===== src/rtl/input_device_bank_if.sv =====
// Read-port bundle for input_device_bank: address/strobe in, registered data out.
interface input_device_bank_if #(
  parameter int WIDTH      = 32,
  parameter int ADDR_WIDTH = 16
);
  logic [ADDR_WIDTH-1:0] address;
  logic                  read_en;
  logic [WIDTH-1:0]      value;
  logic                  value_valid;
  logic                  addr_err;

  modport master (
    output address, read_en,
    input  value, value_valid, addr_err
  );

  modport slave (
    input  address, read_en,
    output value, value_valid, addr_err
  );
endinterface


===== src/rtl/input_device_bank.sv =====
// Synchronised input-device bank with sticky change flags,
// a registered address-selected read port and an interrupt line.
module input_device_bank #(
  parameter int                    NUM_DEVICES = 4,
  parameter int                    WIDTH       = 32,
  parameter int                    ADDR_WIDTH  = 16,
  parameter int                    SYNC_STAGES = 2,
  parameter logic [ADDR_WIDTH-1:0] STATUS_ADDR = 16'h00FF
) (
  input  logic                         clk,
  input  logic                         reset_n,
  input  logic [NUM_DEVICES*WIDTH-1:0] device_values,
  input_device_bank_if.slave           bus,
  output logic [NUM_DEVICES-1:0]       changed,
  output logic                         irq
);

  localparam int DW   = NUM_DEVICES * WIDTH;
  localparam int IDXW = (NUM_DEVICES > 1) ? $clog2(NUM_DEVICES) : 1;
  localparam int SW   = (NUM_DEVICES < WIDTH) ? NUM_DEVICES : WIDTH;

  logic [DW-1:0]          r_sync [SYNC_STAGES];
  logic [DW-1:0]          r_prev;
  logic [NUM_DEVICES-1:0] r_changed;
  logic [WIDTH-1:0]       r_value;
  logic                   r_valid;
  logic                   r_err;

  logic [WIDTH-1:0]       w_words [NUM_DEVICES];
  logic [NUM_DEVICES-1:0] w_set;
  logic [NUM_DEVICES-1:0] w_clr;
  logic [WIDTH-1:0]       w_status;
  logic [IDXW-1:0]        w_idx;
  logic                   w_is_dev;
  logic                   w_is_stat;

  for (genvar d = 0; d < NUM_DEVICES; d++) begin : g_dev
    assign w_words[d] = r_sync[SYNC_STAGES-1][d*WIDTH +: WIDTH];
    assign w_set[d]   = w_words[d] != r_prev[d*WIDTH +: WIDTH];
  end

  assign w_idx     = bus.address[IDXW-1:0];
  assign w_is_dev  = bus.address < ADDR_WIDTH'(NUM_DEVICES);
  assign w_is_stat = bus.address == STATUS_ADDR;

  always_comb begin
    w_status         = '0;
    w_status[SW-1:0] = r_changed[SW-1:0];
  end

  always_comb begin
    w_clr = '0;
    if (bus.read_en && w_is_dev)
      w_clr[w_idx] = 1'b1;
  end

  always_ff @(posedge clk or negedge reset_n) begin
    if (!reset_n) begin
      for (int i = 0; i < SYNC_STAGES; i++)
        r_sync[i] <= '0;
    end else begin
      r_sync[0] <= device_values;
      for (int i = 1; i < SYNC_STAGES; i++)
        r_sync[i] <= r_sync[i-1];
    end
  end

  // A new change on the same edge as a read-clear keeps the flag set.
  always_ff @(posedge clk or negedge reset_n) begin
    if (!reset_n) begin
      r_prev    <= '0;
      r_changed <= '0;
    end else begin
      r_prev    <= r_sync[SYNC_STAGES-1];
      r_changed <= (r_changed & ~w_clr) | w_set;
    end
  end

  always_ff @(posedge clk or negedge reset_n) begin
    if (!reset_n) begin
      r_value <= '0;
      r_valid <= 1'b0;
      r_err   <= 1'b0;
    end else if (bus.read_en) begin
      r_valid <= 1'b1;
      unique case (1'b1)
        w_is_dev: begin
          r_value <= w_words[w_idx];
          r_err   <= 1'b0;
        end
        w_is_stat: begin
          r_value <= w_status;
          r_err   <= 1'b0;
        end
        default: begin
          r_value <= '0;
          r_err   <= 1'b1;
        end
      endcase
    end else begin
      r_valid <= 1'b0;
      r_err   <= 1'b0;
    end
  end

  assign bus.value       = r_value;
  assign bus.value_valid = r_valid;
  assign bus.addr_err    = r_err;
  assign changed         = r_changed;
  assign irq             = |r_changed;

endmodule


===== src/flat_wrapper.sv =====
// flat-port wrapper written by rule: the top's interface ports become plain ports
module input_device_bank_flat 
#(
  parameter int                    NUM_DEVICES = 4,
  parameter int                    WIDTH       = 32,
  parameter int                    ADDR_WIDTH  = 16,
  parameter int                    SYNC_STAGES = 2,
  parameter logic [ADDR_WIDTH-1:0] STATUS_ADDR = 16'h00FF
)
  (clk, reset_n, device_values, changed, irq, bus_address, bus_read_en, bus_value, bus_value_valid, bus_addr_err);
  input_device_bank_if #(.WIDTH(WIDTH), .ADDR_WIDTH(ADDR_WIDTH)) bus_i ();
  input  logic clk;
  input  logic reset_n;
  input  logic [NUM_DEVICES*WIDTH-1:0] device_values;
  output logic [NUM_DEVICES-1:0] changed;
  output logic irq;
  input wire logic [$bits(bus_i.address)-1:0] bus_address;
  input wire logic [$bits(bus_i.read_en)-1:0] bus_read_en;
  output wire logic [$bits(bus_i.value)-1:0] bus_value;
  output wire logic [$bits(bus_i.value_valid)-1:0] bus_value_valid;
  output wire logic [$bits(bus_i.addr_err)-1:0] bus_addr_err;
  assign bus_i.address = bus_address;
  assign bus_i.read_en = bus_read_en;
  assign bus_value = bus_i.value;
  assign bus_value_valid = bus_i.value_valid;
  assign bus_addr_err = bus_i.addr_err;
  input_device_bank #(.NUM_DEVICES(NUM_DEVICES), .WIDTH(WIDTH), .ADDR_WIDTH(ADDR_WIDTH), .SYNC_STAGES(SYNC_STAGES), .STATUS_ADDR(STATUS_ADDR)) u_core (.clk(clk), .reset_n(reset_n), .device_values(device_values), .bus(bus_i), .changed(changed), .irq(irq));
endmodule

===== config.mk =====
export PLATFORM = sky130hd
export DESIGN_NAME = input_device_bank_flat
export DESIGN_NICKNAME = d
export VERILOG_FILES = /design/src/rtl/input_device_bank_if.sv /design/src/rtl/input_device_bank.sv /design/src/flat_wrapper.sv
export SDC_FILE = /design/constraint.sdc
export NUM_CORES = 1
export LEC_CHECK = 0
export CAP_MARGIN = 40
export CORE_MARGIN = 2
export CORE_UTILIZATION = 54
export CTS_CLUSTER_DIAMETER = 150
export CTS_CLUSTER_SIZE = 40
export DETAILED_ROUTE_END_ITERATION = 6
export MAX_ROUTING_LAYER = met4
export PLACE_DENSITY = 0.9
export SETUP_SLACK_MARGIN = 0.05
export SYNTH_ARGS = -nofsm -noshare
export SYNTH_HDL_FRONTEND = slang
export SYNTH_SLANG_ARGS = --single-unit

===== constraint.sdc =====
create_clock -name clk -period 1.7 [get_ports clk]
set_input_delay 0.34 -clock clk [delete_from_list [all_inputs] [get_ports clk]]
set_output_delay 0.34 -clock clk [all_outputs]
set_load 0.02 [all_outputs]

==> impl_metrics.tcl <==
set metrics [dict create \
    grt_max_degree 88 \
    synth_top_area_frac 0.791 \
    routabilityCongestion 0.835 \
    worstPathMaxFanout 2 \
    clk_pin_slew_ns 0.13 \
    clkPwrFrac 0.267 \
    cts_buffers 14 \
    fp.dieW_um 161 \
    setup_ws_ns -0.273 \
    violations "negative setup slack" \
    avgSynthCellArea_um2 17.7 \
    drt_wl_total_um 27700 \
    fin_setup_tns_ns -0.273 \
    rrSetupSlack_ns 0.06 \
    hold_path_depth 2 \
    holdCritPathClass "input pin to register" \
    p_sw_w 0.00361 \
    fillers 1553 \
    worst_hold_path.endpoint "u_core.bus.addr_err$_DFF_PN0_" \
    max_slew.worst_pin.slew_ns 0.437 \
    dieArea_mm2 0.0260 \
    top_usage_layer "met2" \
    wl_per_cell_um 21.0 \
    critPathSlowestCell "or4_4" \
    met2_usage 0.360 \
    powerDensity_mw_per_mm2 998 \
    ant_nets 0 \
    hpwlAfterDp_um 20100 \
    yosysUniqueCellTypes 21 \
    root_buffer "clkbuf_16" \
    io_pins 186 \
    clock_latency_ns 0.52 \
    area_growth_pct 23.2 \
    netlist_area_mm2 0.0134 \
    maxSlewHeadroom 0.709 \
    rsz0062_at_grt "true" \
    min_period_ns 1.97 \
    hold_viol 0 \
    antenna_cells 0 \
    cp-start-kind "register" \
    grt_pass1_vias 7383 \
    yosysTopAreaCell "dfrtp_1" \
    yosysWarnings 0 \
    cts_tree "yes" \
    min-delay-start "bus_read_en" \
    nets 1144 \
    end_kind "output port" \
    finalSetupViolCount 1 \
    rows 57 \
    antenna_found_initial 0 \
    ys_ff_latch 422 \
    grt_usage 0.227 \
    period_share 1.16 \
    dr.pass1.iters 7 \
    grt_pass1_wl_um 42900 \
    reg2regPathDepth 5 \
    yosysSeqAreaShare 0.791 \
    synth_area_leaders "dfrtp_1 (79%), xor2_1 (8.4%), mux4_2 (5.4%)" \
    worstSetupPathType "register to output port" \
    drive_above_1_share 0.134 \
    grt-ovfl-total 0 \
    slowest_delay_ns 0.56 \
    cp.required_ns 1.36 \
    htree_levels 1 \
    synth_nets 903 \
    crit_chain "or4_4, buf_6" \
    drt_iter0_drc 538 \
    status "finished, violations left" \
    r2r-end "u_core.changed[1]$_DFF_PN0_" \
    start_util 0.549 \
    finalPower_w 0.0164 \
    utilization 0.676 \
    arrival_ns 1.63 \
    portBuffers 185 \
    gr-usage-met1 0.324 \
    fmax_mhz 507 \
    drv_cap 0 \
    cts.path.max_buffers 3 \
    clock_skew_ns 0.0232 \
    grt.met3_usage 0.0334 \
    drc_errors 0 \
    die_h_um 161 \
    viasPerCell 5.24 \
    ir_drop_v 0.000876 \
    rr_startpoint "u_core.r_sync[47]$_DFF_PN0_" \
    synth_cells 756 \
    vias 6920 \
    drv_slew 0 \
    internal_power_w 0.0128 \
    cts_num_sinks 422 \
    core_region_area_mm2 0.0243 \
    leakagePower_nw 7.16 \
    power.share.sequential 0.658 \
    comb_power_share 0.075 \
    swShare 0.220 \
]
## worst max path at each step
stage,start,end,slack [ns]
after floorplan,bus_address[0],u_core.bus.value[25]$_DFFE_PN0P_,0.19
after global placement,bus_address[13],u_core.changed[2]$_DFF_PN0_,-0.27
after detailed placement,bus_address[7],u_core.changed[3]$_DFF_PN0_,-0.38
after CTS,u_core.changed[2]$_DFF_PN0_,irq,-0.27
after global routing,u_core.changed[2]$_DFF_PN0_,irq,-0.30
final,u_core.changed[2]$_DFF_PN0_,irq,-0.27
## metrics by stage
| stage | instance area, um^2 | instances | setup WS (ns) | hold slack, ns |
|---|---|---|---|---|
| after floorplan | 13400 | 756 | 0.193 | 0.0444 |
| after global placement | 15900 | 1293 | -0.267 | 0.254 |
| after detailed placement | 15900 | 1293 | -0.379 | 0.254 |
| after CTS | 16400 | 1319 | -0.273 | 0.209 |
| after global routing | 16400 | 1321 | -0.305 | 0.217 |
| final | 16400 | 1321 | -0.273 | 0.225 |
## repair_timing
action / in CTS / in global routing
endpoints found under the setup margin: 43 / 28
buffers inserted: 10 / 2
pin swaps: 7 / 6
gates resized for setup: 70 / 29
cloned: 0 / 0
hold buffers: 1 / 0
hold endpoints to repair: 28 / 0
## synth_stat cells
| cell type | n |
|---|---|
| nand4_1 | 9 |
| nor4_1 | 35 |
| buf_4 | 3 |
| clkbuf_1 | 5 |
| a211o_1 | 4 |
| inv_1 | 28 |
| nor2_1 | 6 |
| buf_6 | 3 |
| and4_1 | 4 |
| a22oi_1 | 4 |
| nand4b_1 | 2 |
| a21oi_1 | 4 |
| mux4_2 | 32 |
| o21ai_0 | 28 |
| or4_1 | 1 |
| buf_1 | 3 |
| nor3b_1 | 1 |
| nand3_1 | 29 |
| xor2_1 | 128 |
| dfrtp_1 | 422 |
| buf_2 | 5 |
## layout by cell type, fill, tap and decap left out, drive strengths merged
cell	instances
o21ai	28
nor4	35
nand4	9
buf	67
a21oi	4
clkbuf	20
nor3b	1
a22oi	4
dfrtp	422
xor2	128
clkdlybuf4s50	142
dlygate4sd3	1
a211o	4
nand4b	2
nand3	29
and4	4
dlygate4sd2	13
or4	1
nor2	6
clkdlybuf4s15	16
mux4	32
inv	29
## critical path: cells and delay by family (launching register included)
kind,cells,cell delay [ns]
buf+inv,1,0.15
flops,1,0.40
simple gates,1,0.56
## area by class of cell
type	instances	area, um^2	area share
multi-input cells	287	2660	0.162
clock inverters	1	20.0	0.00122
inverters	28	105	0.00639
clock buffers	15	375	0.0228
flip-flops and latches	422	10600	0.642
well taps	324	405	0.0246
repair buffers	244	2320	0.141
## logic make-up after synthesis
logic type	share of synthesized area
XOR/XNOR	0.0840
multiplexers	0.0540
AND/OR/NAND/NOR	0.0382
AO/OA/AOI/OAI	0.0169
flip-flops	0.791
buffers and inverters	0.0162
## power groups by stage
stage	Sequential (W)	Clock (W)	Combinational, W
after global placement	0.0110	0	0.00115
final	0.0108	0.00438	0.00122
after detailed placement	0.0110	0	0.00118
after floorplan	0.0109	0	0.000407
after CTS	0.0108	0.00447	0.00122
after global routing	0.0109	0.00483	0.00134
## registers in the layout, summed over array words and instances, names as in the netlist
register,flops
u_core.bus.addr_err,1
u_core.bus.value,32
u_core.bus.value_valid,1
u_core.changed,4
u_core.r_prev,128
u_core.r_sync,256
## layer usage
layer	up-vias	share of wire
met5	-	0
met4	0	0.024
met3	37	0.059
met2	243	0.50
met1	3636	0.42
li1	3004	-
No activity file was read; power rests on OpenSTA's default activity.
